File: src/rtl/bbc_csr_pkg.sv
// rtl/bbc_csr_pkg.sv - shared CSR bus request/response types and master state encoding
package bbc_csr_pkg;

  localparam int CSR_MASTER_TIMEOUT_DEFAULT = 15;

  typedef struct packed {
    logic        valid;
    logic        read_not_write;
    logic [15:0] select;
    logic [15:0] address;
    logic [31:0] data;
  } t_csr_request;

  typedef struct packed {
    logic        ack;
    logic        read_data_valid;
    logic [31:0] read_data;
  } t_csr_response;

  typedef enum logic [1:0] {
    IDLE      = 2'd0,
    ISSUE     = 2'd1,
    READ_WAIT = 2'd2,
    COMPLETE  = 2'd3
  } t_csr_master_state;

endpackage

File: src/rtl/bbc_csr_master_arbiter_if.sv
// rtl/bbc_csr_master_arbiter_if.sv - requester handshakes and shared CSR bus of the master arbiter
interface bbc_csr_master_arbiter_if;

  logic        req0_valid;
  logic        req0_read_not_write;
  logic [15:0] req0_select;
  logic [15:0] req0_address;
  logic [31:0] req0_data;
  logic        req0_done;
  logic        req0_error;
  logic [31:0] req0_read_data;

  logic        req1_valid;
  logic        req1_read_not_write;
  logic [15:0] req1_select;
  logic [15:0] req1_address;
  logic [31:0] req1_data;
  logic        req1_done;
  logic        req1_error;
  logic [31:0] req1_read_data;

  logic        csr_request__valid;
  logic        csr_request__read_not_write;
  logic [15:0] csr_request__select;
  logic [15:0] csr_request__address;
  logic [31:0] csr_request__data;

  logic        csr_response__ack;
  logic        csr_response__read_data_valid;
  logic [31:0] csr_response__read_data;

  // Arbiter side: owns the shared bus and the completion outputs.
  modport master (
    input  req0_valid, req0_read_not_write, req0_select, req0_address, req0_data,
    output req0_done, req0_error, req0_read_data,
    input  req1_valid, req1_read_not_write, req1_select, req1_address, req1_data,
    output req1_done, req1_error, req1_read_data,
    output csr_request__valid, csr_request__read_not_write, csr_request__select,
    output csr_request__address, csr_request__data,
    input  csr_response__ack, csr_response__read_data_valid, csr_response__read_data
  );

  // Environment side: requesters and the OR-combined CSR targets.
  modport slave (
    output req0_valid, req0_read_not_write, req0_select, req0_address, req0_data,
    input  req0_done, req0_error, req0_read_data,
    output req1_valid, req1_read_not_write, req1_select, req1_address, req1_data,
    input  req1_done, req1_error, req1_read_data,
    input  csr_request__valid, csr_request__read_not_write, csr_request__select,
    input  csr_request__address, csr_request__data,
    output csr_response__ack, csr_response__read_data_valid, csr_response__read_data
  );

endinterface

File: src/rtl/bbc_csr_rr_arbiter2.sv
// rtl/bbc_csr_rr_arbiter2.sv - two-way round-robin grant with registered last winner
module bbc_csr_rr_arbiter2 (
  input  logic clk,
  input  logic reset_n,
  input  logic enable,
  input  logic req0,
  input  logic req1,
  output logic grant_valid,
  output logic grant_idx
);

  logic last_grant_q, last_grant_d;

  // Grant whichever requests; on contention, the one that did not win last time.
  always_comb begin
    grant_valid  = enable && (req0 || req1);
    grant_idx    = (req0 && req1) ? ~last_grant_q : req1;
    last_grant_d = grant_valid ? grant_idx : last_grant_q;
  end

  // last_grant resets to 1 so requester 0 wins the first contention.
  always_ff @(posedge clk or negedge reset_n) begin
    if (!reset_n) begin
      last_grant_q <= 1'b1;
    end else begin
      last_grant_q <= last_grant_d;
    end
  end

endmodule

File: src/rtl/bbc_csr_master_arbiter.sv
// rtl/bbc_csr_master_arbiter.sv - two-requester CSR bus master with round-robin grant and timeout
module bbc_csr_master_arbiter
  import bbc_csr_pkg::*;
#(
  parameter int TIMEOUT = CSR_MASTER_TIMEOUT_DEFAULT
) (
  input logic                       clk,
  input logic                       reset_n,
  bbc_csr_master_arbiter_if.master  bus
);

  localparam logic [1:0] S_IDLE      = 2'(IDLE);
  localparam logic [1:0] S_ISSUE     = 2'(ISSUE);
  localparam logic [1:0] S_READ_WAIT = 2'(READ_WAIT);
  localparam logic [1:0] S_COMPLETE  = 2'(COMPLETE);
  localparam logic [7:0] TIMER_LAST  = 8'(TIMEOUT - 1);

  logic [1:0]    state_q, state_d;
  logic [7:0]    timer_q, timer_d;
  t_csr_request  req_q, req_d;
  logic          gnt_q, gnt_d;
  logic          done0_q, done0_d, done1_q, done1_d;
  logic          err0_q, err0_d, err1_q, err1_d;
  logic [31:0]   rdata0_q, rdata0_d, rdata1_q, rdata1_d;

  t_csr_response rsp;
  t_csr_request  sel_req;
  logic          arb_valid, arb_idx;
  logic          complete, cpl_err;
  logic [31:0]   cpl_data;

  bbc_csr_rr_arbiter2 u_arb (
    .clk         (clk),
    .reset_n     (reset_n),
    .enable      (state_q == S_IDLE),
    .req0        (bus.req0_valid),
    .req1        (bus.req1_valid),
    .grant_valid (arb_valid),
    .grant_idx   (arb_idx)
  );

  assign rsp = '{ack:             bus.csr_response__ack,
                 read_data_valid: bus.csr_response__read_data_valid,
                 read_data:       bus.csr_response__read_data};

  // Fields of the currently granted requester, ready to be latched onto the bus.
  always_comb begin
    sel_req                = '0;
    sel_req.read_not_write = arb_idx ? bus.req1_read_not_write : bus.req0_read_not_write;
    sel_req.select         = arb_idx ? bus.req1_select         : bus.req0_select;
    sel_req.address        = arb_idx ? bus.req1_address        : bus.req0_address;
    sel_req.data           = arb_idx ? bus.req1_data           : bus.req0_data;
  end

  // Sequence one transaction: grant, wait for ack / read data or time out, then complete.
  always_comb begin
    state_d  = state_q;
    timer_d  = timer_q;
    req_d    = req_q;
    gnt_d    = gnt_q;
    complete = 1'b0;
    cpl_err  = 1'b0;
    cpl_data = '0;
    case (state_q)
      S_IDLE: begin
        if (arb_valid) begin
          state_d = S_ISSUE;
          timer_d = '0;
          gnt_d   = arb_idx;
          req_d   = sel_req;
        end
      end
      S_ISSUE: begin
        // An ack only counts once valid is actually on the bus.
        if (req_q.valid && rsp.ack) begin
          if (!req_q.read_not_write) begin
            complete = 1'b1;
          end else if (rsp.read_data_valid) begin
            complete = 1'b1;
            cpl_data = rsp.read_data;
          end else begin
            state_d = S_READ_WAIT;
            timer_d = '0;
          end
        end else if (timer_q == TIMER_LAST) begin
          complete = 1'b1;
          cpl_err  = 1'b1;
        end else begin
          timer_d = timer_q + 8'd1;
        end
      end
      S_READ_WAIT: begin
        if (rsp.read_data_valid) begin
          complete = 1'b1;
          cpl_data = rsp.read_data;
        end else if (timer_q == TIMER_LAST) begin
          complete = 1'b1;
          cpl_err  = 1'b1;
        end else begin
          timer_d = timer_q + 8'd1;
        end
      end
      S_COMPLETE: state_d = S_IDLE;
      default:    state_d = S_IDLE;
    endcase
    if (complete) begin
      state_d = S_COMPLETE;
    end
    // Valid rises one cycle into ISSUE and drops as soon as the transaction completes,
    // so every transaction starts with a fresh rising edge after a low gap.
    req_d.valid = ((state_q == S_ISSUE) || (state_q == S_READ_WAIT)) &&
                  ((state_d == S_ISSUE) || (state_d == S_READ_WAIT));
  end

  // Completion pulse and result routed only to the granted requester; results hold otherwise.
  always_comb begin
    done0_d  = complete && !gnt_q;
    done1_d  = complete && gnt_q;
    err0_d   = err0_q;
    err1_d   = err1_q;
    rdata0_d = rdata0_q;
    rdata1_d = rdata1_q;
    if (done0_d) begin
      err0_d   = cpl_err;
      rdata0_d = cpl_data;
    end
    if (done1_d) begin
      err1_d   = cpl_err;
      rdata1_d = cpl_data;
    end
  end

  // State and registered outputs; reset aborts any transaction without a done.
  always_ff @(posedge clk or negedge reset_n) begin
    if (!reset_n) begin
      state_q  <= S_IDLE;
      timer_q  <= '0;
      req_q    <= '0;
      gnt_q    <= 1'b0;
      done0_q  <= 1'b0;
      done1_q  <= 1'b0;
      err0_q   <= 1'b0;
      err1_q   <= 1'b0;
      rdata0_q <= '0;
      rdata1_q <= '0;
    end else begin
      state_q  <= state_d;
      timer_q  <= timer_d;
      req_q    <= req_d;
      gnt_q    <= gnt_d;
      done0_q  <= done0_d;
      done1_q  <= done1_d;
      err0_q   <= err0_d;
      err1_q   <= err1_d;
      rdata0_q <= rdata0_d;
      rdata1_q <= rdata1_d;
    end
  end

  assign bus.csr_request__valid          = req_q.valid;
  assign bus.csr_request__read_not_write = req_q.read_not_write;
  assign bus.csr_request__select         = req_q.select;
  assign bus.csr_request__address        = req_q.address;
  assign bus.csr_request__data           = req_q.data;
  assign bus.req0_done                   = done0_q;
  assign bus.req0_error                  = err0_q;
  assign bus.req0_read_data              = rdata0_q;
  assign bus.req1_done                   = done1_q;
  assign bus.req1_error                  = err1_q;
  assign bus.req1_read_data              = rdata1_q;

endmodule

File: src/flat_wrapper.sv
// flat-port wrapper written by rule: the top's interface ports become plain ports
module bbc_csr_master_arbiter_flat import bbc_csr_pkg::*;
#(
  parameter int TIMEOUT = CSR_MASTER_TIMEOUT_DEFAULT
)
  (clk, reset_n, bus_req0_valid, bus_req0_read_not_write, bus_req0_select, bus_req0_address, bus_req0_data, bus_req0_done, bus_req0_error, bus_req0_read_data, bus_req1_valid, bus_req1_read_not_write, bus_req1_select, bus_req1_address, bus_req1_data, bus_req1_done, bus_req1_error, bus_req1_read_data, bus_csr_request__valid, bus_csr_request__read_not_write, bus_csr_request__select, bus_csr_request__address, bus_csr_request__data, bus_csr_response__ack, bus_csr_response__read_data_valid, bus_csr_response__read_data);
  bbc_csr_master_arbiter_if bus_i ();
  input logic clk;
  input logic reset_n;
  input wire logic [$bits(bus_i.req0_valid)-1:0] bus_req0_valid;
  input wire logic [$bits(bus_i.req0_read_not_write)-1:0] bus_req0_read_not_write;
  input wire logic [$bits(bus_i.req0_select)-1:0] bus_req0_select;
  input wire logic [$bits(bus_i.req0_address)-1:0] bus_req0_address;
  input wire logic [$bits(bus_i.req0_data)-1:0] bus_req0_data;
  output wire logic [$bits(bus_i.req0_done)-1:0] bus_req0_done;
  output wire logic [$bits(bus_i.req0_error)-1:0] bus_req0_error;
  output wire logic [$bits(bus_i.req0_read_data)-1:0] bus_req0_read_data;
  input wire logic [$bits(bus_i.req1_valid)-1:0] bus_req1_valid;
  input wire logic [$bits(bus_i.req1_read_not_write)-1:0] bus_req1_read_not_write;
  input wire logic [$bits(bus_i.req1_select)-1:0] bus_req1_select;
  input wire logic [$bits(bus_i.req1_address)-1:0] bus_req1_address;
  input wire logic [$bits(bus_i.req1_data)-1:0] bus_req1_data;
  output wire logic [$bits(bus_i.req1_done)-1:0] bus_req1_done;
  output wire logic [$bits(bus_i.req1_error)-1:0] bus_req1_error;
  output wire logic [$bits(bus_i.req1_read_data)-1:0] bus_req1_read_data;
  output wire logic [$bits(bus_i.csr_request__valid)-1:0] bus_csr_request__valid;
  output wire logic [$bits(bus_i.csr_request__read_not_write)-1:0] bus_csr_request__read_not_write;
  output wire logic [$bits(bus_i.csr_request__select)-1:0] bus_csr_request__select;
  output wire logic [$bits(bus_i.csr_request__address)-1:0] bus_csr_request__address;
  output wire logic [$bits(bus_i.csr_request__data)-1:0] bus_csr_request__data;
  input wire logic [$bits(bus_i.csr_response__ack)-1:0] bus_csr_response__ack;
  input wire logic [$bits(bus_i.csr_response__read_data_valid)-1:0] bus_csr_response__read_data_valid;
  input wire logic [$bits(bus_i.csr_response__read_data)-1:0] bus_csr_response__read_data;
  assign bus_i.req0_valid = bus_req0_valid;
  assign bus_i.req0_read_not_write = bus_req0_read_not_write;
  assign bus_i.req0_select = bus_req0_select;
  assign bus_i.req0_address = bus_req0_address;
  assign bus_i.req0_data = bus_req0_data;
  assign bus_req0_done = bus_i.req0_done;
  assign bus_req0_error = bus_i.req0_error;
  assign bus_req0_read_data = bus_i.req0_read_data;
  assign bus_i.req1_valid = bus_req1_valid;
  assign bus_i.req1_read_not_write = bus_req1_read_not_write;
  assign bus_i.req1_select = bus_req1_select;
  assign bus_i.req1_address = bus_req1_address;
  assign bus_i.req1_data = bus_req1_data;
  assign bus_req1_done = bus_i.req1_done;
  assign bus_req1_error = bus_i.req1_error;
  assign bus_req1_read_data = bus_i.req1_read_data;
  assign bus_csr_request__valid = bus_i.csr_request__valid;
  assign bus_csr_request__read_not_write = bus_i.csr_request__read_not_write;
  assign bus_csr_request__select = bus_i.csr_request__select;
  assign bus_csr_request__address = bus_i.csr_request__address;
  assign bus_csr_request__data = bus_i.csr_request__data;
  assign bus_i.csr_response__ack = bus_csr_response__ack;
  assign bus_i.csr_response__read_data_valid = bus_csr_response__read_data_valid;
  assign bus_i.csr_response__read_data = bus_csr_response__read_data;
  bbc_csr_master_arbiter #(.TIMEOUT(TIMEOUT)) u_core (.clk(clk), .reset_n(reset_n), .bus(bus_i));
endmodule
File: config.mk
export PLATFORM = sky130hd
export DESIGN_NAME = bbc_csr_master_arbiter_flat
export DESIGN_NICKNAME = d
export VERILOG_FILES = /design/src/rtl/bbc_csr_pkg.sv /design/src/rtl/bbc_csr_master_arbiter_if.sv /design/src/rtl/bbc_csr_rr_arbiter2.sv /design/src/rtl/bbc_csr_master_arbiter.sv /design/src/flat_wrapper.sv
export SDC_FILE = /design/constraint.sdc
export NUM_CORES = 1
export LEC_CHECK = 0
export CELL_PAD_IN_SITES_DETAIL_PLACEMENT = 0
export CELL_PAD_IN_SITES_GLOBAL_PLACEMENT = 1
export CORE_MARGIN = 2
export CORE_UTILIZATION = 31
export CTS_BUF_LIST = sky130_fd_sc_hd__clkbuf_16
export DETAILED_ROUTE_END_ITERATION = 16
export MAX_ROUTING_LAYER = met4
export PLACE_DENSITY = 0.9
export SYNTH_ARGS = -nofsm -noshare
export SYNTH_HDL_FRONTEND = slang
export SYNTH_SLANG_ARGS = --single-unit
File: constraint.sdc
create_clock -name clk -period 3 [get_ports clk]
set_clock_uncertainty 0.2 [all_clocks]
set_input_delay 0.3 -clock clk [delete_from_list [all_inputs] [get_ports clk]]
set_output_delay 0.3 -clock clk [all_outputs]
set_load 0.01 [all_outputs]
## Word-level counts from Yosys, hierarchy flattened

Cells that the tools add are included.

| word-level totals | value |
|---|---|
| flip-flop bits (word level) | 146 |
| output and inout port bits | 134 |
| logic and storage cells | 72 |

| cells by class | value |
|---|---|
| add/sub/neg operators | 1 |
| equality and inequality tests | 10 |
| muxes and demuxes | 31 |
| bitwise gates (word level) | 1 |
| reductions and logical operators | 14 |

Operators with widths:

| kind | count |
|---|---|
| two-way mux 32 bit | 4 |
| one-hot mux 32 bit (2 select lines) | 1 |
| two-way mux 8 bit | 6 |
| two-way mux 16 bit | 2 |
| one-hot mux 8 bit (3 select lines) | 1 |
| two-way mux 2 bit | 5 |
| two-way mux 1 bit | 9 |
| adder 8 x 1 -> 8 bit, second input constant | 1 |
| equality test 8 x 4 -> 1 bit, second input constant | 1 |
| equality test 2 bit, second input constant | 3 |
| logical AND 1 bit | 6 |
| one-hot mux 2 bit (3 select lines) | 1 |
| AND reduction 5 bit | 1 |
| equality test 2 x 1 -> 1 bit, second input constant | 2 |
| one-hot mux 1 bit (2 select lines) | 2 |
| logical OR 1 bit | 3 |
| != test 3 x 2 -> 1 bit, second input constant | 1 |
| != test 3 bit, second input constant | 1 |
| nonzero test 3 bit | 1 |
| zero test 2 bit | 1 |
| != test 2 x 1 -> 1 bit, second input constant | 1 |
| != test 2 bit, second input constant | 1 |
| AND reduction 2 bit | 1 |
| zero test 1 bit | 1 |
| NOT 1 bit | 1 |

## Depth between registers and ports, before layout

Gate-level depths: netlist of run 1.

| logic depth | value |
|---|---|
| word-level depth | 8 |
| depth in mapped cells | 9 |

## Modules after synthesis

A second synthesis of run 1 with hierarchy kept.

| second synthesis, totals | value |
|---|---|
| cell total of the unflattened synthesis | 560 |
| area, all modules | 6625.1 um^2 |

By module, submodules not included:

| module | instances | cells each | area an instance (um^2) |
|---|---|---|---|
| bbc_csr_master_arbiter | 1 | 555 | 6572.6 |
| bbc_csr_rr_arbiter2 | 1 | 5 | 52.6 |

## Least setup slack after synthesis of run 1

OpenSTA, ideal clock, no wires.

| timing | value |
|---|---|
| kind | register -> register |
| from | register u_core.state_q[1] |
| to | register u_core.rdata0_q[23] (netlist: u_core.bus.req0_read_data[23]) |
| library setup time | 0.121 ns |
| data arrival time | 1.928 ns |
| data required time | 2.679 ns |
| path slack | 0.751 ns |
| cell stages (with the launch flop) | 10 |
| path buffers | 2 |
| cell sequence | dfrtp_1 > inv_1 > ha_1 > a21boi_1 > o21ai_2 > o21a_2 > or2_1 > buf_6 > buf_8 > a22o_1 |

| on the way | value |
|---|---|
| word-level cells in the longest chain between the ends | 3 |
| elaborated cells between the ends (all ways) | 5 |

Ends and longest elaborated chain:

| element | line | RTL |
|---|---|---|
| start, declared | bbc_csr_master_arbiter.sv:18 | `logic [1:0] state_q, state_d;` |
| start signal, assigned | bbc_csr_master_arbiter.sv:147 | `state_q <= state_d;` |
| equality test 2 bit / equality test 2 x 1 -> 1 bit (equally long branches) | bbc_csr_master_arbiter.sv:64 | `case (state_q)` |
| one-hot mux 1 bit (2 select lines) | bbc_csr_master_arbiter.sv:64 |  |
| logical AND 1 bit | bbc_csr_master_arbiter.sv:117 | `done0_d = complete && !gnt_q;` |
| end signal, assigned | bbc_csr_master_arbiter.sv:155 | `rdata0_q <= rdata0_d;` |
| end, declared | bbc_csr_master_arbiter.sv:24 | `logic [31:0] rdata0_q, rdata0_d, rdata1_q, rdata1_d;` |

Parallel ways exist; a longest one is shown, timed or not.
A chain may end at the register's enable or synchronous reset.

## Final worst setup path of run 1

| timing | value |
|---|---|
| from | register u_core.state_q[1] |
| to | register u_core.rdata0_q[3] (netlist: u_core.bus.req0_read_data[3]) |

The elaborated chain is that of the path after synthesis.

==> flow_metrics.env, run 1 <==
export IMPL_status="complete, no violations"
export IMPL_vdd_drop_max_v=0.000413
export IMPL_layout_min_cycle_time_ns=2.49
export IMPL_hold_ws_ns=0.256
export IMPL_htreeDepth=4
export IMPL_worst_setup_path_end_kind="flop"
export IMPL_grt_pass1_vias=5305
export IMPL_worstPathRequired_ns=3.11
export IMPL_tns_ns=0
export IMPL_nNetsFinal=998
export IMPL_max_freq_ghz=0.402
export IMPL_cts_buffers=17
export IMPL_drtIter0Drc=198
export IMPL_syn_area_um2=6230
export IMPL_synth_area_leader_cell="dfrtp_1"
export IMPL_die_height_um=146
export IMPL_power_density_nw_per_um2=973
export IMPL_seqPwrFrac=0.345
export IMPL_crit_buf_inv=2
export IMPL_synthCells=526
export IMPL_synth_seq_cells=146
export IMPL_max_stage_delay_ns=0.42
export IMPL_final_setup_viol_count=0
export IMPL_ys_top_cells_by_count="dfrtp_1, nand2_1, o21ai_0"
export IMPL_cts_path_max_buffers=2
export IMPL_cts_tree="yes"
export IMPL_cts_setup_buffers=0
export IMPL_post_dp_hpwl_um=13200
export IMPL_pre_cts_ws_ns=0.544
export IMPL_grt_pass1_wl_um=28800
export IMPL_startpoint="u_core.state_q[1]"
export IMPL_setup_slack_ns=0.511
export IMPL_drt_wl_total_um=18000
export IMPL_start_util=0.318
export IMPL_hp_class="input pin to asynchronous set/reset pin"
export IMPL_synth_flop_cell="dfrtp_1"
export IMPL_max_cap_violations=0
export IMPL_place_congestion=0.804
export IMPL_synth_nets=701
export IMPL_area_delta_synth_final_pct=62.7
export IMPL_finalPower_mw=9.86
export IMPL_combPwrFrac=0.441
export IMPL_synth_top_cell_area_share=0.583
export IMPL_rsz0062_at_grt="false"
export IMPL_die_area_um2=21200
export IMPL_slowest_stage="dfrtp_1"
export IMPL_synth_top_cells_by_area="dfrtp_1, mux2i_1, a22o_1"
export IMPL_cp_cell_sequence="inv_1 -> ha_1 -> a21boi_1 -> o21ai_2 -> o21a_2 -> or2_1 -> buf_4 -> a22o_2"
export IMPL_coreArea_um2=19600
export IMPL_seqCellArea_um2=3650
export IMPL_via_count=5207
export IMPL_synthArstFlopShare=1.00
export IMPL_overflow=0
export IMPL_start_kind="flop"
export IMPL_grt_max_degree=89
export IMPL_p_clk_frac=0.215
export IMPL_ioPinCount=302
export IMPL_synth_distinct_cells=46
export IMPL_yosysWarnings=0
export IMPL_swShare=0.341
export IMPL_viasPerCell=4.72
export IMPL_cts_resized=0
export IMPL_cts_num_sinks=146
export IMPL_internal_power_mw=6.50
export IMPL_num_rows=51
export IMPL_p_switching_mw=3.36
export IMPL_cts_clk_slew_worst_paths_ns=0.07
export IMPL_antenna_found_initial=2
export IMPL_worst_pin_slew_ns=0.691
export IMPL_crit_family="compound AO/OA/AOI/OAI gates"
export IMPL_slew_headroom=0.539
export IMPL_portBuffers=301
export IMPL_drc=0
export IMPL_wl_per_cell_um=16.3
export IMPL_period_share=0.830
export IMPL_path_max_fanout=34
export IMPL_ant_nets=0
export IMPL_syn_area_per_cell_um2=11.8
export IMPL_drt_first_pass_iters=7
export IMPL_finalHoldViolCount=0
export IMPL_timing_rr_start="u_core.state_q[1]"
export IMPL_synth_edf_count=0
export IMPL_ys_seq_area_frac=0.587
export IMPL_clkLatencyLatePin_ns=0.41
export IMPL_fin_cells=1103
export IMPL_place_inst=1068
export IMPL_clock_root_buffer="clkbuf_16"
export IMPL_hold_buffers=1
export IMPL_crit_arrival_ns=2.59
export IMPL_crit_type="flop to flop"
export IMPL_filler_cell_count=1794
export IMPL_multi_input_area_um2=2370
export IMPL_die_w_um=146
export IMPL_yosysMostFrequentCell="dfrtp_1"
export IMPL_drive_gt1_frac=0.0730
export IMPL_track_usage=0.177
export IMPL_finalMaxSlewViolations=0
export IMPL_leakage_nw=4.40
-- worst register-to-register path, stage by stage, from the launching register on --
cell      delay [ns]
dfrtp_1         0.42
inv_1           0.11
ha_1            0.25
a21boi_1        0.25
o21ai_2         0.14
o21a_2          0.23
or2_1           0.20
buf_4           0.25
a22o_2          0.32
-- placed cells by master (no fill, tap or decap), drive strengths merged, types with 4 or more instances in the layout --
cell,n
clkbuf,17
a22o,65
clkinv,4
mux2i,65
buf,13
dfrtp,145
inv,16
nand3,4
a21oi,7
o21ai,74
nand2,73
ha,7
clkdlybuf4s50,300
-- per-stage QoR --
stage	cell area (um2)	utilization
after floorplan	6230	-
after global placement	9530	0.486
after detailed placement	9530	0.486
after CTS	10100	0.517
after global routing	10100	0.517
final	10100	0.517
-- sequential cells by signal (all words and copies together), names as in the netlist, 2 cells and up --
| name | flops |
|---|---|
| u_core.bus.csr_request__data | 32 |
| u_core.state_q | 2 |
| u_core.timer_q | 8 |
| u_core.bus.csr_request__select | 16 |
| u_core.bus.req0_read_data | 32 |
| u_core.bus.req1_read_data | 32 |
| u_core.bus.csr_request__address | 16 |
-- cell families (layout without fill, tap and decap cells) --
group                      after synthesis  in the layout  synth area share
AOI/OAI and AO/OA                      164            164             0.182
xor gates and xnor gates                 1              1           0.00141
adders and majority gates                7              7            0.0141
buffers and inverters                   43            353            0.0374
DFF                                    146            146             0.587
muxes                                   65             65             0.104
other                                    0              2                 0
and+or+nand+nor                        100            100            0.0741
-- final cells by class --
type | count | area share
clock buffer | 17 | 0.0420
inverter | 7 | 0.00259
antenna | 2 | 0.000494
sequential | 146 | 0.361
tap | 265 | 0.0327
timing repair buffer | 314 | 0.311
multi-input combinational | 337 | 0.234
clock inverter | 15 | 0.0161
-- path summary, 6_finish.rpt --
kind,endpoint,slack [ns],cells past startpoint
min in group clk,u_core.bus.csr_request__data[11],0.28,2
max in group asynchronous,u_core.bus.req0_read_data[1],1.52,3
max reg2reg,u_core.bus.req0_read_data[3],0.51,8
min reg2reg,u_core.bus.csr_request__data[11],0.28,2
max,u_core.bus.req0_read_data[3],0.51,8
min,u_core.bus.req1_read_data[28],0.26,2
-- metal layers --
| metal | part of all wire | vias to the layer above | global-route usage |
|---|---|---|---|
| li1 | - | 2514 | - |
| met1 | 0.44 | 2445 | 0.225 |
| met2 | 0.46 | 228 | 0.267 |
| met3 | 0.080 | 20 | 0.0611 |
| met4 | 0.018 | 0 | 0.0554 |
| met5 | 0 | - | - |
-- power by group through the flow --
stage / clock network, mW / logic (mW) / registers [mW]
after floorplan: 0 / 1.59 / 3.76
after global placement: 0 / 4.32 / 3.40
after detailed placement: 0 / 4.40 / 3.41
after CTS: 2.17 / 4.41 / 3.40
after global routing: 2.27 / 4.71 / 3.52
final: 2.12 / 4.34 / 3.40
No activity file was read; power rests on OpenSTA's default activity.
==> inputs of run 2 (changes only) <==
--- a/config.mk
+++ b/config.mk
@@ -8,11 +8,11 @@
 export CELL_PAD_IN_SITES_DETAIL_PLACEMENT = 0
 export CELL_PAD_IN_SITES_GLOBAL_PLACEMENT = 1
 export CORE_MARGIN = 2
-export CORE_UTILIZATION = 31
+export CORE_UTILIZATION = 28
 export CTS_BUF_LIST = sky130_fd_sc_hd__clkbuf_16
 export DETAILED_ROUTE_END_ITERATION = 16
 export MAX_ROUTING_LAYER = met4
-export PLACE_DENSITY = 0.9
+export PLACE_DENSITY = 0.87
 export SYNTH_ARGS = -nofsm -noshare
 export SYNTH_HDL_FRONTEND = slang
 export SYNTH_SLANG_ARGS = --single-unit
==> constraint.sdc (replaced) <==
create_clock -name clk -period 2.04 [get_ports clk]
set_clock_uncertainty 0.2 [all_clocks]
set_input_delay 0.204 -clock clk [delete_from_list [all_inputs] [get_ports clk]]
set_output_delay 0.204 -clock clk [all_outputs]
set_load 0.01 [all_outputs]
==> run 2 against run 1 <==
Net effect: critical path depth unchanged; the flow now finishes with violations (negative setup slack); fmax increased by 15%; cell area increased by 7.9%; sequential power increased by 47%.
==> flow_metrics.env, run 2 (synthesized netlist as in run 1, its figures left out) <==
export IMPL_status="finished, violations left"
export IMPL_violations="negative setup slack"
export IMPL_cts_tree="yes"
export IMPL_cts_num_sinks=146
export IMPL_worstPathRequired_ns=2.14
export IMPL_max_stage_delay_ns=0.45
export IMPL_reg2reg_slack_ns=-0.13
export IMPL_timing_rr_start="u_core.state_q[0]"
export IMPL_final_setup_viol_count=68
export IMPL_area_delta_synth_final_pct=75.6
export IMPL_via_count=5454
export IMPL_die_w_um=153
export IMPL_place_inst=1121
export IMPL_clock_root_buffer="clkbuf_16"
export IMPL_cts_path_max_buffers=2
export IMPL_slew_headroom=0.715
export IMPL_power_density_nw_per_um2=1440
export IMPL_setup_slack_ns=-0.128
export IMPL_slowest_stage="dfrtp_2"
export IMPL_grt_pass1_wl_um=29500
export IMPL_crit_arrival_ns=2.27
export IMPL_cts_buffers=17
export IMPL_drive_gt1_frac=0.148
export IMPL_start_util=0.285
export IMPL_die_height_um=153
export IMPL_num_antenna_cells=0
export IMPL_place_area_um2=9940
export IMPL_overflow=0
export IMPL_hp_class="input pin to asynchronous set/reset pin"
export IMPL_rr_worst_depth=8
export IMPL_leakage_nw=4.78
export IMPL_fin_cells=1167
export IMPL_drc=0
export IMPL_post_dp_hpwl_um=13300
export IMPL_finalMaxSlewViolations=0
export IMPL_worst_pin_slew_ns=0.428
export IMPL_multi_input_area_um2=2520
export IMPL_portBuffers=301
export IMPL_die_area_um2=23400
export IMPL_ant_nets=0
export IMPL_ioPinCount=302
export IMPL_drt_wl_total_um=19100
export IMPL_htreeDepth=4
export IMPL_rsz0062_at_grt="true"
export IMPL_layout_common_cells="clkdlybuf4s50_1, dfrtp_1, nand2_1, o21ai_0, mux2i_1"
export IMPL_track_usage=0.160
export IMPL_grtUsageMet1=0.198
export IMPL_max_freq_ghz=0.461
export IMPL_filler_cell_count=1915
export IMPL_finalPower_mw=15.8
export IMPL_num_rows=54
export IMPL_final_common_cell="clkdlybuf4s50_1"
export IMPL_max_cap_violations=0
export IMPL_cts_clk_slew_worst_paths_ns=0.07
export IMPL_grt_max_degree=52
export IMPL_drtIter0Drc=141
export IMPL_start_kind="flop"
export IMPL_cp_cell_sequence="inv_4 -> ha_4 -> a32o_2 -> nand3_2 -> o21a_4 -> or2_4 -> clkbuf_16 -> a22o_1"
export IMPL_r2r_end="u_core.bus.req0_read_data[26]"
export IMPL_crit_type="flop to flop"
export IMPL_wl_per_cell_um=16.4
export IMPL_grt_pass1_vias=5584
export IMPL_place_congestion=0.796
export IMPL_worst_setup_path_end_kind="flop"
export IMPL_vdd_drop_max_v=0.000581
export IMPL_finalHoldViolCount=0
export IMPL_grt_util_met2=0.254
export IMPL_coreArea_um2=21800
export IMPL_nNetsFinal=1049
export IMPL_clkLatencyLatePin_ns=0.41
export IMPL_final_util=0.501
export IMPL_grt_met3_usage=0.0544
export IMPL_layout_min_cycle_time_ns=2.17
export IMPL_period_share=1.06
export IMPL_drt_first_pass_iters=4
export IMPL_final_area_um2=10900
export IMPL_viasPerCell=4.67
export IMPL_path_max_fanout=8
export IMPL_antenna_found_initial=0
export IMPL_seqCellArea_um2=3660
export IMPL_busiest_layer="met2"
[run 2: cell types whose count changed in the layout (fill, tap and decap cells not counted), sizes merged]
cell | previous run | this run
buf | 13 | 59
bufinv | 1 | 3
clkbuf | 17 | 22
clkinv | 4 | 2
clkinvlp | 1 | 2
diode | 2 | 0
inv | 16 | 15
[run 2: timing repair]
item	CTS	global route
hold buffers	1	0
buffers inserted	1	5
pin swaps	1	7
cloned	1	6
endpoints found under the hold margin	145	0
gates resized for setup	10	21
setup endpoints to repair	71	75
[run 2: cell type report]
type,instances,share of cell area
inverters,7,0.00263
flip-flops and latches,146,0.334
multi-input cells,337,0.230
clock inverters,15,0.0197
repair buffers,365,0.342
clock buffers,17,0.0389
well taps,280,0.0320
[run 2: metal layers]
| layer | wire length, um | vias up | share of wire |
|---|---|---|---|
| met3 | 1520 | 13 | 0.080 |
| met5 | 0 | - | 0 |
| met1 | 8260 | 2589 | 0.43 |
| met2 | 9100 | 243 | 0.48 |
| li1 | - | 2609 | - |
| met4 | 200 | 0 | 0.010 |
[run 2: stage by stage]
stage | setup TNS (ns) | hold WS [ns] | setup WS, ns
after global routing | -10.95 | 0.0438 | -0.201
final | -5.68 | 0.0440 | -0.128
after floorplan | -4.08 | -0.292 | -0.117
after detailed placement | -8.74 | -0.0921 | -0.172
after global placement | -6.77 | -0.0985 | -0.156
after CTS | -1.70 | 0.0322 | -0.0764
[run 2: worst max path at each step]
stage                                startpoint                       endpoint  slack [ns]  depth (start not counted)
after floorplan               u_core.state_q[0]              u_core.timer_q[6]       -0.12                          7
after global placement    bus_csr_response__ack   u_core.bus.req0_read_data[3]       -0.16                          7
after detailed placement  bus_csr_response__ack   u_core.bus.req0_read_data[2]       -0.17                          7
after CTS                     u_core.state_q[1]   u_core.bus.req0_read_data[2]       -0.08                          8
after global routing          u_core.timer_q[0]  u_core.bus.req0_read_data[13]       -0.20                          8
final                         u_core.state_q[0]  u_core.bus.req0_read_data[26]       -0.13                          8
[run 2: worst max-delay path, delay by kind of cell (launching register included)]
family / cells / cell delay [ns]
AO/OA/AOI/OAI: 3 / 0.53
flip-flops: 1 / 0.45
AND/OR/NAND/NOR: 2 / 0.42
buffers and inverters: 2 / 0.30
adder cells (fa/ha/maj): 1 / 0.15
[run 2: power by group]
group / switching (mW) / internal, mW
logic: 3.08 / 4.30
clock network: 1.40 / 1.99
registers: 0.776 / 4.22
